## config.mk

```make
export PLATFORM = sky130hd
export DESIGN_NAME = adc_fifo_pack_sync
export DESIGN_NICKNAME = d
export VERILOG_FILES = /design/src/rtl/adc_fifo_pack_sync.sv
export SDC_FILE = /design/constraint.sdc
export NUM_CORES = 2
export LEC_CHECK = 0
export ABC_CLOCK_PERIOD_IN_PS = 10100
export CAP_MARGIN = 30
export CORE_MARGIN = 1.5
export CORE_UTILIZATION = 55
export DETAILED_ROUTE_END_ITERATION = 10
export PLACE_DENSITY = 0.71
export SKIP_LAST_GASP = 1
export SLEW_MARGIN = 20
export SYNTH_ARGS = -nofsm -noshare
export SYNTH_HDL_FRONTEND = slang
export SYNTH_SLANG_ARGS = --single-unit
```

## constraint.sdc

```tcl
create_clock -name sys_clk -period 10.1 [get_ports sys_clk]
set_input_delay 1.515 -clock sys_clk [delete_from_list [all_inputs] [get_ports sys_clk]]
set_output_delay 1.515 -clock sys_clk [all_outputs]
set_load 0.05 [all_outputs]
```

## src/rtl/adc_fifo_pack_sync.sv

```systemverilog
// Packs RATIO narrow ADC samples into one wide word and buffers DEPTH wide words.
// Define ADC_FIFO_FWFT_EN for first-word-fall-through reads (zero read latency).
module adc_fifo_pack_sync #(
  parameter int WR_W     = 8,
  parameter int RATIO    = 4,
  parameter int DEPTH    = 128,
  parameter int ADDR_W   = 7,
  parameter int AFULL_TH = 120
) (
  input  logic                       sys_clk,
  input  logic                       sys_rst_n,
  input  logic                       flush,
  input  logic                       wr_en,
  input  logic [WR_W-1:0]            din,
  input  logic                       rd_en,
  output logic [WR_W*RATIO-1:0]      dout,
  output logic                       valid,
  output logic                       empty,
  output logic                       full,
  output logic                       afull,
  output logic [ADDR_W:0]            count,
  output logic [$clog2(RATIO)-1:0]   pack_cnt,
  output logic                       ovf,
  output logic                       udf
);

  localparam int RD_W   = WR_W * RATIO;
  localparam int PACK_W = $clog2(RATIO);
  localparam logic [PACK_W-1:0] LAST_LANE = PACK_W'(RATIO - 1);
  localparam logic [ADDR_W:0]   PTR_ONE   = (ADDR_W + 1)'(1);

  logic [RD_W-1:0]   mem [DEPTH];
  logic [ADDR_W:0]   wr_ptr_reg;
  logic [ADDR_W:0]   rd_ptr_reg;
  logic [PACK_W-1:0] pack_cnt_reg;
  logic [RD_W-1:0]   packer_reg;
  logic [RD_W-1:0]   word_next;
  logic              ovf_reg;
  logic              udf_reg;
  logic              wr_acc;
  logic              word_done;
  logic              rd_acc;

  assign count    = wr_ptr_reg - rd_ptr_reg;
  assign empty    = (count == '0);
  assign full     = (count == (ADDR_W + 1)'(DEPTH));
  assign afull    = (count >= (ADDR_W + 1)'(AFULL_TH));
  assign pack_cnt = pack_cnt_reg;
  assign ovf      = ovf_reg;
  assign udf      = udf_reg;

  // Full is judged on wide words only, so a full FIFO also blocks partial-packer writes.
  assign wr_acc    = wr_en && !full && !flush;
  assign word_done = wr_acc && (pack_cnt_reg == LAST_LANE);
  assign rd_acc    = rd_en && !empty && !flush;

  // The word being completed includes this cycle's din in its lane.
  generate
    for (genvar gi = 0; gi < RATIO; gi++) begin : g_lane
      assign word_next[gi*WR_W +: WR_W] =
        (pack_cnt_reg == PACK_W'(gi)) ? din : packer_reg[gi*WR_W +: WR_W];
    end
  endgenerate

  always_ff @(posedge sys_clk or negedge sys_rst_n) begin
    if (!sys_rst_n) begin
      wr_ptr_reg   <= '0;
      rd_ptr_reg   <= '0;
      pack_cnt_reg <= '0;
      packer_reg   <= '0;
      ovf_reg      <= 1'b0;
      udf_reg      <= 1'b0;
    end else if (flush) begin
      wr_ptr_reg   <= '0;
      rd_ptr_reg   <= '0;
      pack_cnt_reg <= '0;
      packer_reg   <= '0;
      ovf_reg      <= 1'b0;
      udf_reg      <= 1'b0;
    end else begin
      if (wr_acc) begin
        packer_reg   <= word_next;
        pack_cnt_reg <= word_done ? '0 : pack_cnt_reg + PACK_W'(1);
      end
      if (word_done) wr_ptr_reg <= wr_ptr_reg + PTR_ONE;
      if (rd_acc)    rd_ptr_reg <= rd_ptr_reg + PTR_ONE;
      if (wr_en && full)  ovf_reg <= 1'b1;
      if (rd_en && empty) udf_reg <= 1'b1;
    end
  end

  always_ff @(posedge sys_clk) begin
    if (word_done) mem[wr_ptr_reg[ADDR_W-1:0]] <= word_next;
  end

`ifdef ADC_FIFO_FWFT_EN
  // Head word is always presented; dout is forced to 0 while nothing is stored.
  assign valid = !empty;
  assign dout  = empty ? '0 : mem[rd_ptr_reg[ADDR_W-1:0]];
`else
  logic [RD_W-1:0] dout_reg;
  logic            valid_reg;

  always_ff @(posedge sys_clk or negedge sys_rst_n) begin
    if (!sys_rst_n) begin
      dout_reg  <= '0;
      valid_reg <= 1'b0;
    end else begin
      valid_reg <= rd_acc;
      if (rd_acc) dout_reg <= mem[rd_ptr_reg[ADDR_W-1:0]];
    end
  end

  assign dout  = dout_reg;
  assign valid = valid_reg;
`endif

endmodule

```

==> results.py <==
metrics = {
    "status": {
        "run_status": "completed",
    },
    "synthesis": {
        "synth.avg_cell_area_um2": 21.2,
        "async_flop_share": 0.0203,
        "synth_seq_cells": 4181,
        "synthFlopType": "edfxtp_1",
        "synth_edf_count": 4096,
        "synth_fp_nets": 7645,
        "netlist_area_um2": 161000,
        "seq_area_frac_synth": 0.776,
        "netlist.area_leader.share": 0.763,
        "netlist_top_cells_area": "edfxtp_1 76%, mux4_2 12%, mux2i_1 2.9%",
        "synthCells": 7618,
        "yosysTopAreaCell": "edfxtp_1",
        "yosys_warnings": 0,
        "synthDistinctLibCells": 79,
    },
    "layout": {
        "mostFrequentLayoutCells": "4096 x edfxtp_1, 845 x mux4_2, 463 x mux2i_1",
        "fin_util": 0.626,
        "fillers": 19400,
        "syn2layout_area_growth_pct": 13.1,
        "multi_input_area_um2": 35000,
        "seq_area_um2": 125000,
        "largest_reg_flops": 4096,
        "drive_gt1_frac": 0.243,
        "final_nets": 8005,
        "final_common_cell": "edfxtp_1",
    },
    "route": {
        "detail-route-antenna-nets": 0,
        "drt-vias-per-instance": 6.94,
        "num_vias": 84900,
        "wirelength_um": 467000,
        "wl_per_cell_um": 38.1,
        "drt_iter0_drc": 14300,
        "drt-pass1-iter-count": 8,
        "drc": 0,
    },
    "floorplan": {
        "io_pins": 61,
        "die_area_um2": 296000,
        "core_um2": 291000,
        "die_w_um": 544,
        "die_y_um": 544,
        "start_util": 0.553,
        "rows": 198,
    },
    "sta": {
        "whs_ns": 0.504,
        "slew_headroom": 0.182,
        "skew_ns": 0.0750,
        "finalHoldViolCount": 0,
        "worstMarginPinSlew_ns": 1.23,
        "drv_slew": 0,
        "setup_viol": 0,
        "finalCritPeriodShare": 0.688,
        "fin_tns_setup_ns": 0,
        "rsz0062_at_grt": "false",
        "min_period_ns": 6.95,
        "max_freq_ghz": 0.144,
    },
    "hold_path": {
        "holdCritPathClass": "flip-flop to flip-flop",
        "hp-start": "ovf",
    },
    "placed_design": {
        "gp_congestion": 0.907,
        "numPortBuffers": 60,
        "dp_hpwl_um": 266000,
    },
    "setup_path": {
        "timing.rr.start": "rd_ptr_reg[0]",
        "crit_start": "rd_ptr_reg[0]",
        "crit_fanout": 27,
        "required_ns": 8.59,
        "crit_arrival_ns": 5.44,
        "critPathLaunchType": "flip-flop",
        "critPathKind": "flip-flop to output port",
        "end_kind": "output port",
    },
    "pwr": {
        "p_leak_nw": 54.8,
        "power_density_nw_per_um2": 213,
        "ir_drop_uv": 172,
        "total_power_mw": 38.9,
    },
    "grt": {
        "grt_pass1_vias": 83400,
        "grt_pass1_wl_um": 647000,
        "overflow": 0,
        "grt.total_usage": 0.316,
        "antenna_found_initial": 40,
        "grt_max_degree": 99,
    },
    "clocking": {
        "cts.clk_slew.worst_paths_ns": 0.06,
        "clock_latency_ns": 1.00,
        "cts_num_sinks": 4181,
        "postCtsSetupBuffers": 0,
        "clock_path_buffers": 4,
        "tritoncts": "built",
        "cts.repair.resized": 0,
        "htree_levels": 5,
        "cts_hold_buf": 0,
        "numCtsBuffers": 411,
        "cts_root_buf": "clkbuf_16",
    },
    "run": {
        "maxCapViolations": 0,
    },
}
[metrics by stage]
step	setup slack [ns]	instance area, um^2	instances
finish	3.15	182000	12200
global route	3.04	182000	12200
CTS	3.22	182000	12200
detailed placement	3.90	168000	11500
global placement	4.01	168000	11400
floorplan	4.16	161000	7618
[cells in the mapped netlist, types with 10 or more instances]
cell and number:
o22ai_1 159, o21ai_0 81, and2_1 20, buf_6 29, nand2_1 181, mux2i_1 463, nand2b_1 13, a31oi_1 40
inv_1 12, a221oi_1 13, a211oi_1 25, nor2b_1 12, dfrtp_1 85, mux2_2 44, a21oi_1 206, nor2_1 280
o221ai_1 148, a211o_1 10, ha_1 13, clkbuf_1 219, or3_1 11, a22oi_1 97, buf_1 24, buf_4 105
a22o_1 11, buf_2 69, mux4_2 845, o31ai_1 15, nand4_1 12, nand3_1 77, edfxtp_1 4096, nor3_1 66
[worst max-delay path, stage by stage (launching register included)]
cell	delay, ns
dfrtp_4	0.85
ha_1	0.32
inv_1	0.06
fa_1	0.42
a21oi_1	0.25
nor3_1	0.10
or3b_1	0.41
a211o_1	0.40
nor3_1	0.70
clkdlybuf4s50_1	0.94
[cell families after synthesis]
family | share of synthesized area
adders and majority gates | 0.00113
and+or+nand+nor | 0.0195
DFF | 0.776
buffers and inverters | 0.0151
AOI/OAI and AO/OA | 0.0375
muxes | 0.150
xor gates and xnor gates | 0.000326
[report_power, final]
group          switching (mW)  leakage, nW  total (mW)  internal (mW)
Sequential              0.150         36.5        19.6           19.4
Clock                    6.63         6.57        15.4           8.75
Combinational            2.48         11.7        3.90           1.42
[final timing paths]
| kind | to | slack [ns] | depth (start not counted) |
|---|---|---|---|
| min | ovf | 0.50 | 2 |
| max | full | 3.15 | 9 |
| max reg2reg | dout[19] | 4.04 | 10 |
| max in group asynchronous | dout[25] | 8.43 | 3 |
| min in group asynchronous | packer_reg[6] | 0.54 | 1 |
| min reg2reg | ovf | 0.50 | 2 |
[area by class of cell]
class / instances / area share
sequential: 4181 / 0.687
timing repair buffer: 394 / 0.0199
antenna: 15 / 0.000206
clock buffer: 497 / 0.0590
clock inverter: 258 / 0.0151
tap: 3900 / 0.0268
multi-input combinational: 2975 / 0.192
inverter: 15 / 0.000391
[layer usage]
layer	GRT usage	routed length, um	up-vias
met5	0.00779	610	-
met4	0.148	26700	44
met3	0.0974	65500	1137
met2	0.477	212000	6339
met1	0.424	162000	44600
li1	-	-	32800
No activity file was read; power rests on OpenSTA's default activity.
